==> src/rtl/mpa_header_decode_if.sv <==
// MPEG audio header decoder port bundle.
// Buffer/controller side is master, decoder side is slave.
interface mpa_header_decode_if;
  logic        Header_Start_I;
  logic        Header_Done_O;
  logic        Header_Valid_O;
  logic        Sync_Timeout_O;
  logic        Bitstream_Byte_Allign_I;
  logic [15:0] Bitstream_Data_I;
  logic [1:0]  Shift_En_O;
  logic [1:0]  Layer_O;
  logic [1:0]  Sample_Freq_O;
  logic [8:0]  Bitrate_Kbps_O;
  logic        Channels_O;
  logic [2:0]  Table_O;
  logic [4:0]  Sblimit_O;
  logic [4:0]  Bound_O;
  logic        CRC_Present_O;
  logic [15:0] CRC_Word_O;

  modport slave (
    input  Header_Start_I,
    input  Bitstream_Byte_Allign_I,
    input  Bitstream_Data_I,
    output Header_Done_O,
    output Header_Valid_O,
    output Sync_Timeout_O,
    output Shift_En_O,
    output Layer_O,
    output Sample_Freq_O,
    output Bitrate_Kbps_O,
    output Channels_O,
    output Table_O,
    output Sblimit_O,
    output Bound_O,
    output CRC_Present_O,
    output CRC_Word_O
  );

  modport master (
    output Header_Start_I,
    output Bitstream_Byte_Allign_I,
    output Bitstream_Data_I,
    input  Header_Done_O,
    input  Header_Valid_O,
    input  Sync_Timeout_O,
    input  Shift_En_O,
    input  Layer_O,
    input  Sample_Freq_O,
    input  Bitrate_Kbps_O,
    input  Channels_O,
    input  Table_O,
    input  Sblimit_O,
    input  Bound_O,
    input  CRC_Present_O,
    input  CRC_Word_O
  );
endinterface

==> src/rtl/mpa_header_decode.sv <==
// MPEG-1/LSF audio frame header decoder: sync search,
// header/CRC capture, bitrate and Layer II table decode.
module mpa_header_decode #(
  parameter int         SHIFT_LATENCY = 1,
  parameter int         SYNC_TIMEOUT  = 4096,
  parameter logic [2:0] LAYER_MASK    = 3'b010,
  parameter bit         ALLOW_LSF     = 1'b1
) (
  input logic clock,
  input logic resetn,
  mpa_header_decode_if.slave bus
);
  typedef enum logic [2:0] {
    IDLE, SYNC, WAIT, INFO, CRC, CHECK
  } state_t;

  localparam int CW = $clog2(SYNC_TIMEOUT + 1);
  localparam int WW = $clog2(SHIFT_LATENCY + 2);
  localparam logic [CW-1:0] CLIM = CW'(SYNC_TIMEOUT);
  localparam logic [WW-1:0] WLAST = WW'(SHIFT_LATENCY - 1);

  localparam logic [8:0] T_M1L2 [16] = '{
    9'd0, 9'd32, 9'd48, 9'd56, 9'd64, 9'd80,
    9'd96, 9'd112, 9'd128, 9'd160, 9'd192,
    9'd224, 9'd256, 9'd320, 9'd384, 9'd0};
  localparam logic [8:0] T_M1L3 [16] = '{
    9'd0, 9'd32, 9'd40, 9'd48, 9'd56, 9'd64,
    9'd80, 9'd96, 9'd112, 9'd128, 9'd160,
    9'd192, 9'd224, 9'd256, 9'd320, 9'd0};
  localparam logic [8:0] T_LSF1 [16] = '{
    9'd0, 9'd32, 9'd48, 9'd56, 9'd64, 9'd80,
    9'd96, 9'd112, 9'd128, 9'd144, 9'd160,
    9'd176, 9'd192, 9'd224, 9'd256, 9'd0};
  localparam logic [8:0] T_LSF2 [16] = '{
    9'd0, 9'd8, 9'd16, 9'd24, 9'd32, 9'd40,
    9'd48, 9'd56, 9'd64, 9'd80, 9'd96,
    9'd112, 9'd128, 9'd144, 9'd160, 9'd0};

  state_t state, nstate, ret_q, ret_d, tgt;
  logic jump, tmo_set, match;
  logic [WW-1:0] wcnt, wcnt_d;
  logic [CW-1:0] scnt, scnt_d;
  logic [1:0] shift;

  logic ver_q, prot_q;
  logic [1:0] layer_q, fs_q, mode_q, mext_q;
  logic [3:0] bri_q;

  logic lsf, chan, ok;
  logic [8:0] kbps, bhalf;
  logic [2:0] tsel;
  logic [4:0] sbl, jbnd, bnd;

  assign match = bus.Bitstream_Byte_Allign_I
               & (bus.Bitstream_Data_I[15:4] == 12'hFFF);
  assign bus.Header_Done_O = (state == IDLE);
  assign bus.Shift_En_O = shift;

  always_ff @(posedge clock or negedge resetn) begin
    if (!resetn) begin
      state <= IDLE;
      ret_q <= IDLE;
      wcnt  <= '0;
      scnt  <= '0;
    end else begin
      state <= nstate;
      ret_q <= ret_d;
      wcnt  <= wcnt_d;
      scnt  <= scnt_d;
    end
  end

  always_comb begin
    nstate  = state;
    ret_d   = ret_q;
    wcnt_d  = wcnt;
    scnt_d  = scnt;
    shift   = 2'b00;
    tmo_set = 1'b0;
    jump    = 1'b0;
    tgt     = IDLE;
    unique case (state)
      IDLE: if (bus.Header_Start_I) begin
        nstate = SYNC;
        scnt_d = '0;
      end
      SYNC: if (match) begin
        shift = 2'b10;
        jump  = 1'b1;
        tgt   = INFO;
      end else if (scnt == CLIM) begin
        tmo_set = 1'b1;
        nstate  = IDLE;
      end else begin
        shift  = 2'b01;
        scnt_d = scnt + 1'b1;
        jump   = 1'b1;
        tgt    = SYNC;
      end
      WAIT: if (wcnt == WLAST) nstate = ret_q;
            else wcnt_d = wcnt + 1'b1;
      INFO: begin
        shift = 2'b10;
        jump  = 1'b1;
        tgt   = prot_q ? CHECK : CRC;
      end
      CRC: begin
        shift = 2'b10;
        jump  = 1'b1;
        tgt   = CHECK;
      end
      CHECK: nstate = IDLE;
      default: nstate = IDLE;
    endcase
    // every shift parks in WAIT until the buffer refills
    if (jump) begin
      if (SHIFT_LATENCY == 0) nstate = tgt;
      else begin
        nstate = WAIT;
        ret_d  = tgt;
        wcnt_d = '0;
      end
    end
  end

  always_comb begin
    lsf  = ~ver_q;
    kbps = '0;
    if (bri_q != 4'd0 && bri_q != 4'd15) begin
      unique case (1'b1)
        (layer_q == 2'b11) && !lsf: kbps = {bri_q, 5'b0};
        (layer_q == 2'b10) && !lsf: kbps = T_M1L2[bri_q];
        (layer_q == 2'b01) && !lsf: kbps = T_M1L3[bri_q];
        (layer_q == 2'b11) && lsf:  kbps = T_LSF1[bri_q];
        (layer_q == 2'b10 || layer_q == 2'b01) && lsf:
          kbps = T_LSF2[bri_q];
        default: kbps = '0;
      endcase
    end
    chan  = (mode_q != 2'b11);
    bhalf = chan ? {1'b0, kbps[8:1]} : kbps;
    if (layer_q != 2'b10) tsel = 3'd0;
    else if (lsf) tsel = 3'd4;
    else if (fs_q == 2'b01 && bhalf >= 9'd56) tsel = 3'd0;
    else if (bhalf >= 9'd56 && bhalf <= 9'd80) tsel = 3'd0;
    else if (fs_q != 2'b01 && bhalf >= 9'd96) tsel = 3'd1;
    else if (fs_q != 2'b10 && bhalf <= 9'd48) tsel = 3'd2;
    else tsel = 3'd3;
    unique case (tsel)
      3'd0: sbl = 5'd27;
      3'd1: sbl = 5'd30;
      3'd2: sbl = 5'd8;
      3'd3: sbl = 5'd12;
      default: sbl = 5'd30;
    endcase
    jbnd = {({1'b0, mext_q} + 3'd1), 2'b00};
    bnd  = sbl;
    if (mode_q == 2'b01 && jbnd < sbl) bnd = jbnd;
    ok = ((layer_q == 2'b11) & LAYER_MASK[0])
       | ((layer_q == 2'b10) & LAYER_MASK[1])
       | ((layer_q == 2'b01) & LAYER_MASK[2]);
    if (bri_q == 4'd0 || bri_q == 4'd15) ok = 1'b0;
    if (fs_q == 2'b11) ok = 1'b0;
    if (lsf && !ALLOW_LSF) ok = 1'b0;
    if (!lsf && layer_q == 2'b10) begin
      if (!chan && kbps > 9'd192) ok = 1'b0;
      if (chan && (kbps == 9'd32 || kbps == 9'd48
          || kbps == 9'd56 || kbps == 9'd80)) ok = 1'b0;
    end
  end

  always_ff @(posedge clock or negedge resetn) begin
    if (!resetn) begin
      {ver_q, prot_q, layer_q} <= '0;
      {bri_q, fs_q, mode_q, mext_q} <= '0;
      bus.Header_Valid_O <= 1'b0;
      bus.Sync_Timeout_O <= 1'b0;
      bus.Layer_O        <= '0;
      bus.Sample_Freq_O  <= '0;
      bus.Bitrate_Kbps_O <= '0;
      bus.Channels_O     <= 1'b0;
      bus.Table_O        <= '0;
      bus.Sblimit_O      <= '0;
      bus.Bound_O        <= '0;
      bus.CRC_Present_O  <= 1'b0;
      bus.CRC_Word_O     <= '0;
    end else begin
      if (state == IDLE && bus.Header_Start_I) begin
        bus.Sync_Timeout_O <= 1'b0;
        bus.Header_Valid_O <= 1'b0;
      end
      if (tmo_set) bus.Sync_Timeout_O <= 1'b1;
      if (state == SYNC && match)
        {ver_q, layer_q, prot_q} <= bus.Bitstream_Data_I[3:0];
      if (state == INFO) begin
        bri_q  <= bus.Bitstream_Data_I[15:12];
        fs_q   <= bus.Bitstream_Data_I[11:10];
        mode_q <= bus.Bitstream_Data_I[7:6];
        mext_q <= bus.Bitstream_Data_I[5:4];
      end
      if (state == CRC) bus.CRC_Word_O <= bus.Bitstream_Data_I;
      if (state == CHECK) begin
        bus.Header_Valid_O <= ok;
        bus.Layer_O        <= layer_q;
        bus.Sample_Freq_O  <= fs_q;
        bus.Bitrate_Kbps_O <= kbps;
        bus.Channels_O     <= chan;
        bus.Table_O        <= tsel;
        bus.Sblimit_O      <= sbl;
        bus.Bound_O        <= bnd;
        bus.CRC_Present_O  <= ~prot_q;
      end
    end
  end
endmodule
==> src/flat_wrapper.sv <==
// flat-port wrapper written by rule: the top's interface ports become plain ports
module mpa_header_decode_flat 
#(
  parameter int         SHIFT_LATENCY = 1,
  parameter int         SYNC_TIMEOUT  = 4096,
  parameter logic [2:0] LAYER_MASK    = 3'b010,
  parameter bit         ALLOW_LSF     = 1'b1
)
  (clock, resetn, bus_Header_Start_I, bus_Bitstream_Byte_Allign_I, bus_Bitstream_Data_I, bus_Header_Done_O, bus_Header_Valid_O, bus_Sync_Timeout_O, bus_Shift_En_O, bus_Layer_O, bus_Sample_Freq_O, bus_Bitrate_Kbps_O, bus_Channels_O, bus_Table_O, bus_Sblimit_O, bus_Bound_O, bus_CRC_Present_O, bus_CRC_Word_O);
  mpa_header_decode_if bus_i ();
  input logic clock;
  input logic resetn;
  input wire logic [$bits(bus_i.Header_Start_I)-1:0] bus_Header_Start_I;
  input wire logic [$bits(bus_i.Bitstream_Byte_Allign_I)-1:0] bus_Bitstream_Byte_Allign_I;
  input wire logic [$bits(bus_i.Bitstream_Data_I)-1:0] bus_Bitstream_Data_I;
  output wire logic [$bits(bus_i.Header_Done_O)-1:0] bus_Header_Done_O;
  output wire logic [$bits(bus_i.Header_Valid_O)-1:0] bus_Header_Valid_O;
  output wire logic [$bits(bus_i.Sync_Timeout_O)-1:0] bus_Sync_Timeout_O;
  output wire logic [$bits(bus_i.Shift_En_O)-1:0] bus_Shift_En_O;
  output wire logic [$bits(bus_i.Layer_O)-1:0] bus_Layer_O;
  output wire logic [$bits(bus_i.Sample_Freq_O)-1:0] bus_Sample_Freq_O;
  output wire logic [$bits(bus_i.Bitrate_Kbps_O)-1:0] bus_Bitrate_Kbps_O;
  output wire logic [$bits(bus_i.Channels_O)-1:0] bus_Channels_O;
  output wire logic [$bits(bus_i.Table_O)-1:0] bus_Table_O;
  output wire logic [$bits(bus_i.Sblimit_O)-1:0] bus_Sblimit_O;
  output wire logic [$bits(bus_i.Bound_O)-1:0] bus_Bound_O;
  output wire logic [$bits(bus_i.CRC_Present_O)-1:0] bus_CRC_Present_O;
  output wire logic [$bits(bus_i.CRC_Word_O)-1:0] bus_CRC_Word_O;
  assign bus_i.Header_Start_I = bus_Header_Start_I;
  assign bus_i.Bitstream_Byte_Allign_I = bus_Bitstream_Byte_Allign_I;
  assign bus_i.Bitstream_Data_I = bus_Bitstream_Data_I;
  assign bus_Header_Done_O = bus_i.Header_Done_O;
  assign bus_Header_Valid_O = bus_i.Header_Valid_O;
  assign bus_Sync_Timeout_O = bus_i.Sync_Timeout_O;
  assign bus_Shift_En_O = bus_i.Shift_En_O;
  assign bus_Layer_O = bus_i.Layer_O;
  assign bus_Sample_Freq_O = bus_i.Sample_Freq_O;
  assign bus_Bitrate_Kbps_O = bus_i.Bitrate_Kbps_O;
  assign bus_Channels_O = bus_i.Channels_O;
  assign bus_Table_O = bus_i.Table_O;
  assign bus_Sblimit_O = bus_i.Sblimit_O;
  assign bus_Bound_O = bus_i.Bound_O;
  assign bus_CRC_Present_O = bus_i.CRC_Present_O;
  assign bus_CRC_Word_O = bus_i.CRC_Word_O;
  mpa_header_decode #(.SHIFT_LATENCY(SHIFT_LATENCY), .SYNC_TIMEOUT(SYNC_TIMEOUT), .LAYER_MASK(LAYER_MASK), .ALLOW_LSF(ALLOW_LSF)) u_core (.clock(clock), .resetn(resetn), .bus(bus_i));
endmodule
==> config.mk <==
export PLATFORM = sky130hd
export DESIGN_NAME = mpa_header_decode_flat
export DESIGN_NICKNAME = d
export VERILOG_FILES = /design/src/rtl/mpa_header_decode_if.sv /design/src/rtl/mpa_header_decode.sv /design/src/flat_wrapper.sv
export SDC_FILE = /design/constraint.sdc
export NUM_CORES = 1
export LEC_CHECK = 0
export BUFFER_PORTS_ARGS = -buffer_cell sky130_fd_sc_hd__buf_2
export CAP_MARGIN = 20
export CORE_MARGIN = 4
export CORE_UTILIZATION = 38
export CTS_CLUSTER_DIAMETER = 50
export CTS_CLUSTER_SIZE = 14
export DETAILED_ROUTE_END_ITERATION = 16
export GPL_TIMING_DRIVEN = 0
export PLACE_DENSITY = 0.56
export SLEW_MARGIN = 20
export SYNTH_ARGS = -nofsm -noshare
export SYNTH_HDL_FRONTEND = slang
export SYNTH_SLANG_ARGS = --single-unit
export TNS_END_PERCENT = 100
==> constraint.sdc <==
create_clock -name clock -period 9.8 [get_ports clock]
set_clock_uncertainty 0.05 [all_clocks]
set_input_delay 1.47 -clock clock [delete_from_list [all_inputs] [get_ports clock]]
set_output_delay 1.47 -clock clock [all_outputs]
set_load 0.05 [all_outputs]
==> reports/summary.txt <==
DR pass1 iterations: 4
Post-route minimum period: 4690 ps
Die Area: 12800 sq um
H-tree Lvls: 3
TNS Setup: 0 ps
Logic pwr share: 47.5%
Port Buf Inserts: 65
Post-route clock period utilization: 47.8%
Slowest CP cell: nor4_1
I/O pins: 69
Yosys cell types: 58
Detailed Route Iter0 Violations: 192
Fraction of layout cells with a size suffix above 1: 24.5%
Yosys warning count: 0
Clock tree buffer depth: 2
Diodes inserted: 0
Cell family with most CP delay: simple AND/OR/NAND/NOR gates
Initial antenna violation count: 0
Cell area after synthesis: 4210 sq um
Ys flop type: dfrtp_1
Nets: 552
Post-DR wirelength/cell: 16.2 um
Final core occ: 45.8%
Seq/Total Area, Yosys: 45.8%
Post-synth EDFFs: 0
Sw power: 647 uW
Area growth syn-to-layout: 18.0%
Largest net degree at the start of global routing: 57
Via density: 5.34
Fill cells: 1073
Required time worst endpoint: 8280 ps
Post CTS Setup Buffer Count: 0
Worst path arrival time: 3170 ps
Total power: 1400 uW
Gate Count Post-Synth: 438
Pwr Density: 282 nW/um^2
Worst Path Buf+Inv: 2
Root buf cell: clkbuf_8
RD Place Congestion: 0.887
Clk sinks: 77
Die Span Y: 113 um
RSZ-0062 raised after global routing: false
Worst slew pin tran: 762 ps
Reg2Reg Setup Slack: 5240 ps
Hold Fails Final Rpt: 0
Worst Setup End Kind: primary output
Core outline area: 10800 sq um
Clk_lat worst skew: 350 ps
Sw Ratio: 46.1%
TritonCTS clock tree: yes
Placed wire-length estimate: 7940 um
Vias in the first global route: 3428
Drt total wl: 10700 um
Global-route wire length before repair: 17700 um
DRC: 0
Asr flop ratio synth: 100%
Total track usage: 17.2%
Kind of critical path: primary input to primary output
Grt ovf: 0
Status: finished clean
Post-route insts no fill: 662
Clock power share: 18.7%
Die X: 113 um
TritonCTS Buffers: 9
VDD IR max: 204 uV
Share of power burned in registers: 33.8%
Slew Viols, Final: 0
Min-delay worst type: register to register
CP max FO: 9
Dpl cells: 646
CP cell instances: buf_2 > nand4_1 > nor4_1 > nand2_1 > nand2_1 > buf_2
Final ANT Viol Nets: 0
Post-CTS Hold Buffers: 0
Internal Pwr Total: 755 uW
Slew HR: 49.0%
Starting density of the core: 38.8%
Crit path launch type: primary input
Max Freq: 213 MHz
Synth Register Bits: 77
Critical Path Max Stage Delay: 620 ps
# resized after CTS: 0
Final setup fails: 0
Syn Area/Cell: 9.61 sq um
# rows: 38
Clock transition at path regs: 80 ps
Pleak: 0.00233 uW
Routed vias: 3538
Max-Cap Viols: 0
through the flow:
stage,cell area (sq um),setup WS (ps),hold WS (ps)
after detailed placement,4750,5080,403
final,4970,5110,418
after CTS,4970,5070,421
after global routing,4970,4830,439
after global placement,4720,5090,398
after floorplan,4220,5670,390
synth_stat cells (3+ instances only):
master    count  area, sq um
a211oi_1      3         22.5
a21boi_0      4         30.0
a21oi_1      21          105
a31oi_1       4         25.0
and2_1        6         37.5
and3_1        7         43.8
buf_2         4         20.0
buf_4         5         37.5
clkbuf_1     12         45.0
dfrtp_1      77         1930
ha_1         15          188
inv_1        17         63.8
mux2_2       30          338
nand2_1      60          225
nand2b_1      5         31.3
nand3_1      13         65.1
nand3b_1      3         22.5
nand4_1       8         50.1
nor2_1       34          128
nor2b_1       4         25.0
nor3_1        4         20.0
nor3b_1       4         30.0
nor4b_1       4         35.0
o211ai_1      6         45.0
o21a_1        4         30.0
o21ai_0      24          120
o21ai_1       3         15.0
o22ai_1       3         18.8
o31ai_1       4         30.0
or3_1         7         43.8
xor2_1        6         52.6
worst register-to-register path, cell delays in order (launching register included):
cell	delay [ps]
dfrtp_1	560
inv_1	180
ha_1	350
mux4_2	480
o2111ai_1	460
mux2i_1	290
a211oi_2	80
a2111oi_0	610
o21a_1	330
ha_1	290
nand3_1	100
and3_1	270
a21boi_0	120
o31a_1	280
path summary, 6_finish.rpt:
path,endpoint,cells after the start,start
worst max register to register,u_core.bus.Bound_O[2],13,u_core.bri_q[1]
worst min register to register,u_core.bus.Sblimit_O[3],1,u_core.bus.Sblimit_O[3]
worst min-delay path,u_core.bus.Sblimit_O[3],1,u_core.bus.Sblimit_O[3]
max in group asynchronous,u_core.ver_q,2,resetn
min in group asynchronous,u_core.bus.Sblimit_O[3],1,resetn
worst max-delay path,bus_Shift_En_O[1],6,bus_Bitstream_Data_I[4]
power by group through the flow:
| stage | registers [uW] | logic [uW] | clock network [uW] |
|---|---|---|---|
| final | 474 | 666 | 263 |
| after global routing | 488 | 721 | 285 |
| after CTS | 474 | 668 | 269 |
| after detailed placement | 479 | 666 | 0 |
| after global placement | 477 | 660 | 0 |
| after floorplan | 649 | 326 | 0 |
layout make-up:
| type | instances | area, sq um | area share (%) |
|---|---|---|---|
| Timing Repair Buffer | 66 | 355 | 7.16 |
| Clock buffer | 10 | 128 | 2.57 |
| Sequential cell | 77 | 1930 | 38.8 |
| Tap cell | 140 | 175 | 3.53 |
| Buffer | 22 | 114 | 2.29 |
| Inverter | 17 | 63.8 | 1.28 |
| Multi-Input combinational cell | 324 | 2120 | 42.6 |
| Clock inverter | 6 | 87.6 | 1.76 |
routing by layer:
| layer | part of all wire [%] | track usage (%) |
|---|---|---|
| met2 | 43 | 24.4 |
| met3 | 6.7 | 3.90 |
| met1 | 49 | 25.8 |
| met4 | 1.1 | 5.61 |
| met5 | 0 | 0 |
flip-flops by register name (all words and copies together), names as in the netlist, 2 cells and up:
name                       flops
u_core.mext_q                  2
u_core.wcnt                    2
u_core.layer_q                 2
u_core.bri_q                   4
u_core.mode_q                  2
u_core.bus.CRC_Word_O         16
u_core.state                   3
u_core.bus.Table_O             3
u_core.bus.Bitrate_Kbps_O      6
u_core.bus.Sblimit_O           4
u_core.bus.Sample_Freq_O       2
u_core.bus.Layer_O             2
u_core.ret_q                   3
u_core.fs_q                    2
u_core.bus.Bound_O             5
u_core.scnt                   13
cell usage in the layout (no fill, tap or decap), types with 4 or more instances in the layout:
cell type	synthesis	final
nand4_1	8	8
xor2_1	6	6
o31ai_1	4	4
nor3_1	4	4
a21boi_0	4	4
clkbuf_1	12	13
and3_1	7	7
nor2b_1	4	4
buf_2	4	68
inv_1	17	17
buf_4	5	6
or3_1	7	7
nand2_1	60	60
o211ai_1	6	6
and2_1	6	6
clkbuf_8	0	9
nand3_1	13	13
mux2_2	30	30
dfrtp_1	77	77
ha_1	15	15
a31oi_1	4	4
o21a_1	4	4
nand2b_1	5	5
a21oi_1	21	21
nor4b_1	4	4
o21ai_0	24	24
nor2_1	34	34
logic make-up (layout without fill, tap and decap cells):
logic type | after synthesis | in the layout | synth area share (%)
other | 1 | 3 | 0.0891
DFF | 77 | 77 | 45.8
AOI/OAI and AO/OA | 98 | 98 | 15.1
adders and majority gates | 15 | 15 | 4.46
and+or+nand+nor | 167 | 167 | 19.6
buffers and inverters | 39 | 121 | 4.22
muxes | 33 | 33 | 9.04
xor gates and xnor gates | 8 | 8 | 1.67
(Power assumes the default switching activity.)
